==> src/rtl/seg_spi_scanner.sv <==
// Round-robin frame master for the 7-segment/keypad stage: shifts one frame per slot,
// samples the returned key line and debounces it. Optional macro: SEG_SCAN_DEBOUNCE_EN.
module seg_spi_scanner #(
    parameter int GAP_CYCLES    = 1000,
    parameter int SETTLE_CYCLES = 4,
    parameter int DEB_COUNT     = 4
) (
    input  logic        clk,
    input  logic        rst_n,
    input  logic        enable_i,
    input  logic [15:0] digits_i,
    output logic        mosi_o,
    output logic        en_o,
    input  logic        miso_i,
    output logic [3:0]  keys_o,
    output logic        key_press_o,
    output logic [1:0]  key_idx_o,
    output logic        busy_o
);

    typedef enum logic [2:0] {IDLE, SHIFT, SETTLE, SAMPLE, GAP} state_t;

    localparam int TMAX  = (GAP_CYCLES > SETTLE_CYCLES) ?
                           ((GAP_CYCLES > 8) ? GAP_CYCLES : 8) :
                           ((SETTLE_CYCLES > 8) ? SETTLE_CYCLES : 8);
    localparam int CNT_W = $clog2(TMAX);

    state_t             state_reg, state_next;
    logic [CNT_W-1:0]   timer_reg, timer_next;
    logic [1:0]         slot_reg, slot_next;
    logic [7:0]         shift_reg, shift_next;
    logic               mosi_reg, mosi_next;
    logic               en_reg, en_next;
    logic               sample_reg, sample_next;
    logic               sync1_reg, sync2_reg;
    logic               press_reg;
    logic [1:0]         idx_reg;
    logic               busy_reg;
    logic [3:0]         keys_reg;
    logic [3:0]         upd;
    logic [3:0]         rise;
    logic               start;
    logic [7:0]         frame;
    logic               do_sample;
    logic               raw;

    assign do_sample = (state_reg == SAMPLE);
    assign raw       = ~sample_reg;

    always_comb begin
        state_next  = state_reg;
        timer_next  = timer_reg;
        slot_next   = slot_reg;
        shift_next  = shift_reg;
        mosi_next   = 1'b0;
        en_next     = 1'b0;
        sample_next = sample_reg;
        start       = 1'b0;
        frame       = 8'h00;
        case (state_reg)
            IDLE: begin
                if (enable_i) begin
                    state_next = SHIFT;
                    start      = 1'b1;
                end
            end
            SHIFT: begin
                if (timer_reg == CNT_W'(7)) begin
                    state_next = SETTLE;
                    timer_next = '0;
                end else begin
                    en_next    = 1'b1;
                    mosi_next  = shift_reg[7];
                    shift_next = {shift_reg[6:0], 1'b0};
                    timer_next = timer_reg + 1'b1;
                end
            end
            SETTLE: begin
                if (timer_reg == CNT_W'(SETTLE_CYCLES - 1)) begin
                    sample_next = sync2_reg;
                    state_next  = SAMPLE;
                    timer_next  = '0;
                end else begin
                    timer_next = timer_reg + 1'b1;
                end
            end
            SAMPLE: begin
                state_next = GAP;
                timer_next = '0;
            end
            GAP: begin
                if (timer_reg == CNT_W'(GAP_CYCLES - 1)) begin
                    slot_next  = slot_reg + 1'b1;
                    timer_next = '0;
                    if (enable_i) begin
                        state_next = SHIFT;
                        start      = 1'b1;
                    end else begin
                        state_next = IDLE;
                    end
                end else begin
                    timer_next = timer_reg + 1'b1;
                end
            end
            default: state_next = IDLE;
        endcase
        // The frame snapshot is taken here, on the edge that enters SHIFT.
        if (start) begin
            frame      = {slot_next, slot_next, digits_i[{slot_next, 2'b00} +: 4]};
            en_next    = 1'b1;
            mosi_next  = frame[7];
            shift_next = {frame[6:0], 1'b0};
            timer_next = '0;
        end
    end

    always_ff @(posedge clk or negedge rst_n) begin
        if (!rst_n) begin
            state_reg  <= IDLE;
            timer_reg  <= '0;
            slot_reg   <= 2'd0;
            shift_reg  <= 8'h00;
            mosi_reg   <= 1'b0;
            en_reg     <= 1'b0;
            sample_reg <= 1'b1;
            sync1_reg  <= 1'b1;
            sync2_reg  <= 1'b1;
            busy_reg   <= 1'b0;
            press_reg  <= 1'b0;
            idx_reg    <= 2'd0;
        end else begin
            state_reg  <= state_next;
            timer_reg  <= timer_next;
            slot_reg   <= slot_next;
            shift_reg  <= shift_next;
            mosi_reg   <= mosi_next;
            en_reg     <= en_next;
            sample_reg <= sample_next;
            sync1_reg  <= miso_i;
            sync2_reg  <= sync1_reg;
            busy_reg   <= (state_next != IDLE);
            press_reg  <= |rise;
            if (|rise) begin
                idx_reg <= slot_reg;
            end
        end
    end

    generate
        for (genvar gi = 0; gi < 4; gi++) begin : g_key
            logic key_bit_reg;
            logic hit;
            assign hit = do_sample && (slot_reg == 2'(gi));
`ifdef SEG_SCAN_DEBOUNCE_EN
            localparam int DW = $clog2(DEB_COUNT + 1);
            logic [DW-1:0] cnt_reg;
            // The state flips on the DEB_COUNT-th consecutive differing sample.
            assign upd[gi] = hit && (raw != key_bit_reg) && (cnt_reg == DW'(DEB_COUNT - 1));
            always_ff @(posedge clk or negedge rst_n) begin
                if (!rst_n) begin
                    cnt_reg <= '0;
                end else if (hit) begin
                    if ((raw == key_bit_reg) || upd[gi]) begin
                        cnt_reg <= '0;
                    end else begin
                        cnt_reg <= cnt_reg + 1'b1;
                    end
                end
            end
`else
            assign upd[gi] = hit && (raw != key_bit_reg);
`endif
            assign rise[gi]     = upd[gi] && raw;
            assign keys_reg[gi] = key_bit_reg;
            always_ff @(posedge clk or negedge rst_n) begin
                if (!rst_n) begin
                    key_bit_reg <= 1'b0;
                end else if (upd[gi]) begin
                    key_bit_reg <= raw;
                end
            end
        end
    endgenerate

    assign mosi_o      = mosi_reg;
    assign en_o        = en_reg;
    assign keys_o      = keys_reg;
    assign key_press_o = press_reg;
    assign key_idx_o   = idx_reg;
    assign busy_o      = busy_reg;

endmodule

==> config.mk <==
export PLATFORM = sky130hd
export DESIGN_NAME = seg_spi_scanner
export DESIGN_NICKNAME = d
export VERILOG_FILES = /design/src/rtl/seg_spi_scanner.sv
export SDC_FILE = /design/constraint.sdc
export NUM_CORES = 1
export LEC_CHECK = 0
export ABC_AREA = 1
export CAP_MARGIN = 20
export CORE_ASPECT_RATIO = 0.6
export CORE_UTILIZATION = 49
export DETAILED_ROUTE_END_ITERATION = 12
export PLACE_DENSITY_LB_ADDON = 0.25
export REMOVE_ABC_BUFFERS = 1
export SLEW_MARGIN = 20
export SYNTH_ARGS = -nofsm -noshare
export SYNTH_HDL_FRONTEND = slang
export SYNTH_SLANG_ARGS = --single-unit
==> constraint.sdc <==
create_clock -name clk -period 1.6 [get_ports clk]
set_input_delay 0.32 -clock clk [delete_from_list [all_inputs] [get_ports clk]]
set_output_delay 0.32 -clock clk [all_outputs]
set_load 0.01 [all_outputs]
==> impl_metrics.ini <==
[synth]
yosysTopAreaCell = dfrtp_1
synth.distinct_cells = 34
synth_most_common_cell = nand2_1
syn_area_um2 = 2150
synthDominantCellAreaShare = 0.373
ys.flop_type = dfrtp_1
synthTopCellsByArea = dfrtp_1, nand2_1, inv_1
synth_edf_count = 0
ys_ff_latch = 35
ys_seq_area_frac = 0.410
netlist_top_cells_count = nand2_1, inv_1, dfrtp_1
syn_avg_cell_area_um2 = 7.92
synthArstFlopShare = 1.00
syn_inst = 271
yosysWarnings = 0

[sta]
worstMarginPinSlew_ps = 334
drv_slew = 0
clock.fmax_mhz = 598
rsz0062_at_grt = yes
whs_ps = 363
timing.final.crit_period_ps = 1670
hold_viol = 0
finalCritPeriodShare = 1.04
fin_skew_ps = 6.31
max-slew-margin-rel = 0.776
finalSetupViolations = 11
setup_slack_ps = -71.4

[critical_path]
cpPeakStageDelay_ps = 400
cp-endpoint = shift_reg[1]
worst_setup_path_end_kind = register
rrSetupSlack_ps = -70
crit_chain = ha_4 > nand3_4 > nor2_8 > nand3_4 > nand2_4 > nand2_4 > nand2_1 > nand3_1 > nand3_1 > nand2_1
crit_family = simple AND/OR/NAND/NOR gates
r2r-end = shift_reg[1]
reg2reg_depth = 10
arrival_ps = 1860
crit_slowest_cell = dfrtp_1
cp-start-kind = register
critical_path_depth = 10
cp_max_fo = 8
r2r-start = timer_reg[1]
path_class = register to register
crit_start = timer_reg[1]
crit_required_ps = 1790
crit_buf_inv = 0

[routing]
vias = 1933
wl_per_cell_um = 12.9
drt_iter0_markers = 82
drt_wl_total_um = 5070
vias_per_cell = 4.91
first_pass_iters = 4
antenna_left = 0
drc_errors = 0

[die]
die_y_um = 53.3
initial_core_util = 0.518
fp.dieW_um = 87.5
core_um2 = 4140
ioPinCount = 30
fp-row-count = 18
design.die.area_um2 = 4660

[cells_and_area]
drive_gt1_frac = 0.257
fin_nets = 358
area_growth_pct = 36.7
final_core_util = 0.708
final_cells = 394
antennaDiodeCount = 0
n_fill_cell = 336
largest_reg_flops = 10

[power_and_ir_drop]
leakagePower_nw = 1.46
powerDensity_nw_per_um2 = 626
irDropWorstVdd_uv = 385

[clocking]
hold_buffers = 0
post_cts_buffers = 0
cts_buffer_depth = 2
cts_sinks = 35
path_clk_slew_ps = 70
ctsHtreeMaxLevel = 2
clk_latency_ps = 300
cts_root_buf = clkbuf_8
cts-buffers-inserted = 5
tritoncts = yes

[run]
cap_violations = 0

[grt]
grt_pass1_wl_um = 8070
grt_usage = 0.240
antenna_found_initial = 0
grt-ovfl-total = 0
grt_pass1_vias = 1678
grt_max_degree = 36

[place]
place_inst = 386
dp_hpwl_um = 3620
gp_congestion = 0.855
portBuffers = 29
place_ws_ps = -178

[worst_hold_path]
hold_path.class = register to register

[outcome]
outcome = finished, violations left
violations = negative setup slack
per-stage QoR:
| stage | power, mW | setup TNS (ps) | area (um^2) |
|---|---|---|---|
| detailed placement | 1.01 | -1930 | 2720 |
| CTS | 1.85 | -48.2 | 2890 |
| global route | 1.91 | -2030 | 2930 |
| global placement | 1.01 | -1090 | 2720 |
| finish | 1.84 | -319 | 2930 |
| floorplan | 0.934 | -23.9 | 2110 |
repair_timing:
| item | CTS | global route |
|---|---|---|
| pin swaps | 3 | 3 |
| endpoints found under the setup margin | 20 | 22 |
| resized for setup | 13 | 17 |
| endpoints found under the hold margin | 0 | 0 |
cells by family after synthesis:
kind of cell,share of synthesized area
buffers and inverters,0.103
multiplexers,0.0105
AND/OR/NAND/NOR,0.364
flip-flops,0.410
adder cells (fa/ha/maj),0.0291
XOR/XNOR,0.00816
AO/OA/AOI/OAI,0.0758
worst reg2reg max path, stage by stage (launching register included):
cell     delay (ps)
dfrtp_1         400
ha_4            180
nand3_4         120
nor2_8          170
nand3_4         150
nand2_4         170
nand2_4         100
nand2_1          70
nand3_1          60
nand3_1          90
nand2_1          50
metal layers:
layer	vias to the layer above	track usage	wire (um)
met3	9	0.0702	330
met1	870	0.347	2550
met4	0	0.0984	91
met2	63	0.328	2100
li1	991	-	-
met5	-	0	0
where the power goes:
group	total, mW	internal [mW]	leakage (nW)	switching, mW
combinational	0.0970	0.0599	0.944	0.0371
sequential	0.895	0.892	0.456	0.00278
clock	0.845	0.504	0.0612	0.340
layout make-up:
class / count / area [um^2] / area share
clock buffers: 6 / 82.6 / 0.0281
clock inverters: 2 / 35.0 / 0.0119
inverters: 48 / 180 / 0.0614
multi-input cells: 183 / 1140 / 0.389
flip-flops and latches: 35 / 880 / 0.300
well taps: 60 / 75.1 / 0.0256
repair buffers: 60 / 539 / 0.184
cell usage in the layout (no fill, tap or decap), types with 3 or more instances in the layout:
| cell type | Yosys | final |
|---|---|---|
| buf_4 | 4 | 29 |
| clkbuf_8 | 0 | 6 |
| clkdlybuf4s50_1 | 0 | 29 |
| dfrtp_1 | 32 | 32 |
| dfstp_2 | 3 | 3 |
| ha_1 | 5 | 4 |
| inv_1 | 45 | 43 |
| inv_2 | 3 | 5 |
| nand2_1 | 67 | 63 |
| nand2_2 | 4 | 6 |
| nand2_4 | 4 | 5 |
| nand3_1 | 31 | 28 |
| nand3_2 | 0 | 3 |
| nand3b_1 | 4 | 4 |
| nand4_1 | 7 | 7 |
| nor2_1 | 15 | 12 |
| nor2_2 | 1 | 4 |
| nor2_4 | 3 | 3 |
| nor3_1 | 3 | 3 |
| o21ai_0 | 11 | 6 |
| o21ai_1 | 4 | 7 |
worst min path at each step:
stage,startpoint,to,slack [ps],cells after the start
global placement,sync1_reg,sync2_reg,350,0
CTS,sync1_reg,sync2_reg,360,0
floorplan,rst_n,busy_o,20,0
global route,sync1_reg,sync2_reg,370,0
finish,sync1_reg,sync2_reg,360,0
detailed placement,sync1_reg,sync2_reg,350,0
Power figures use the tool's default switching activity.
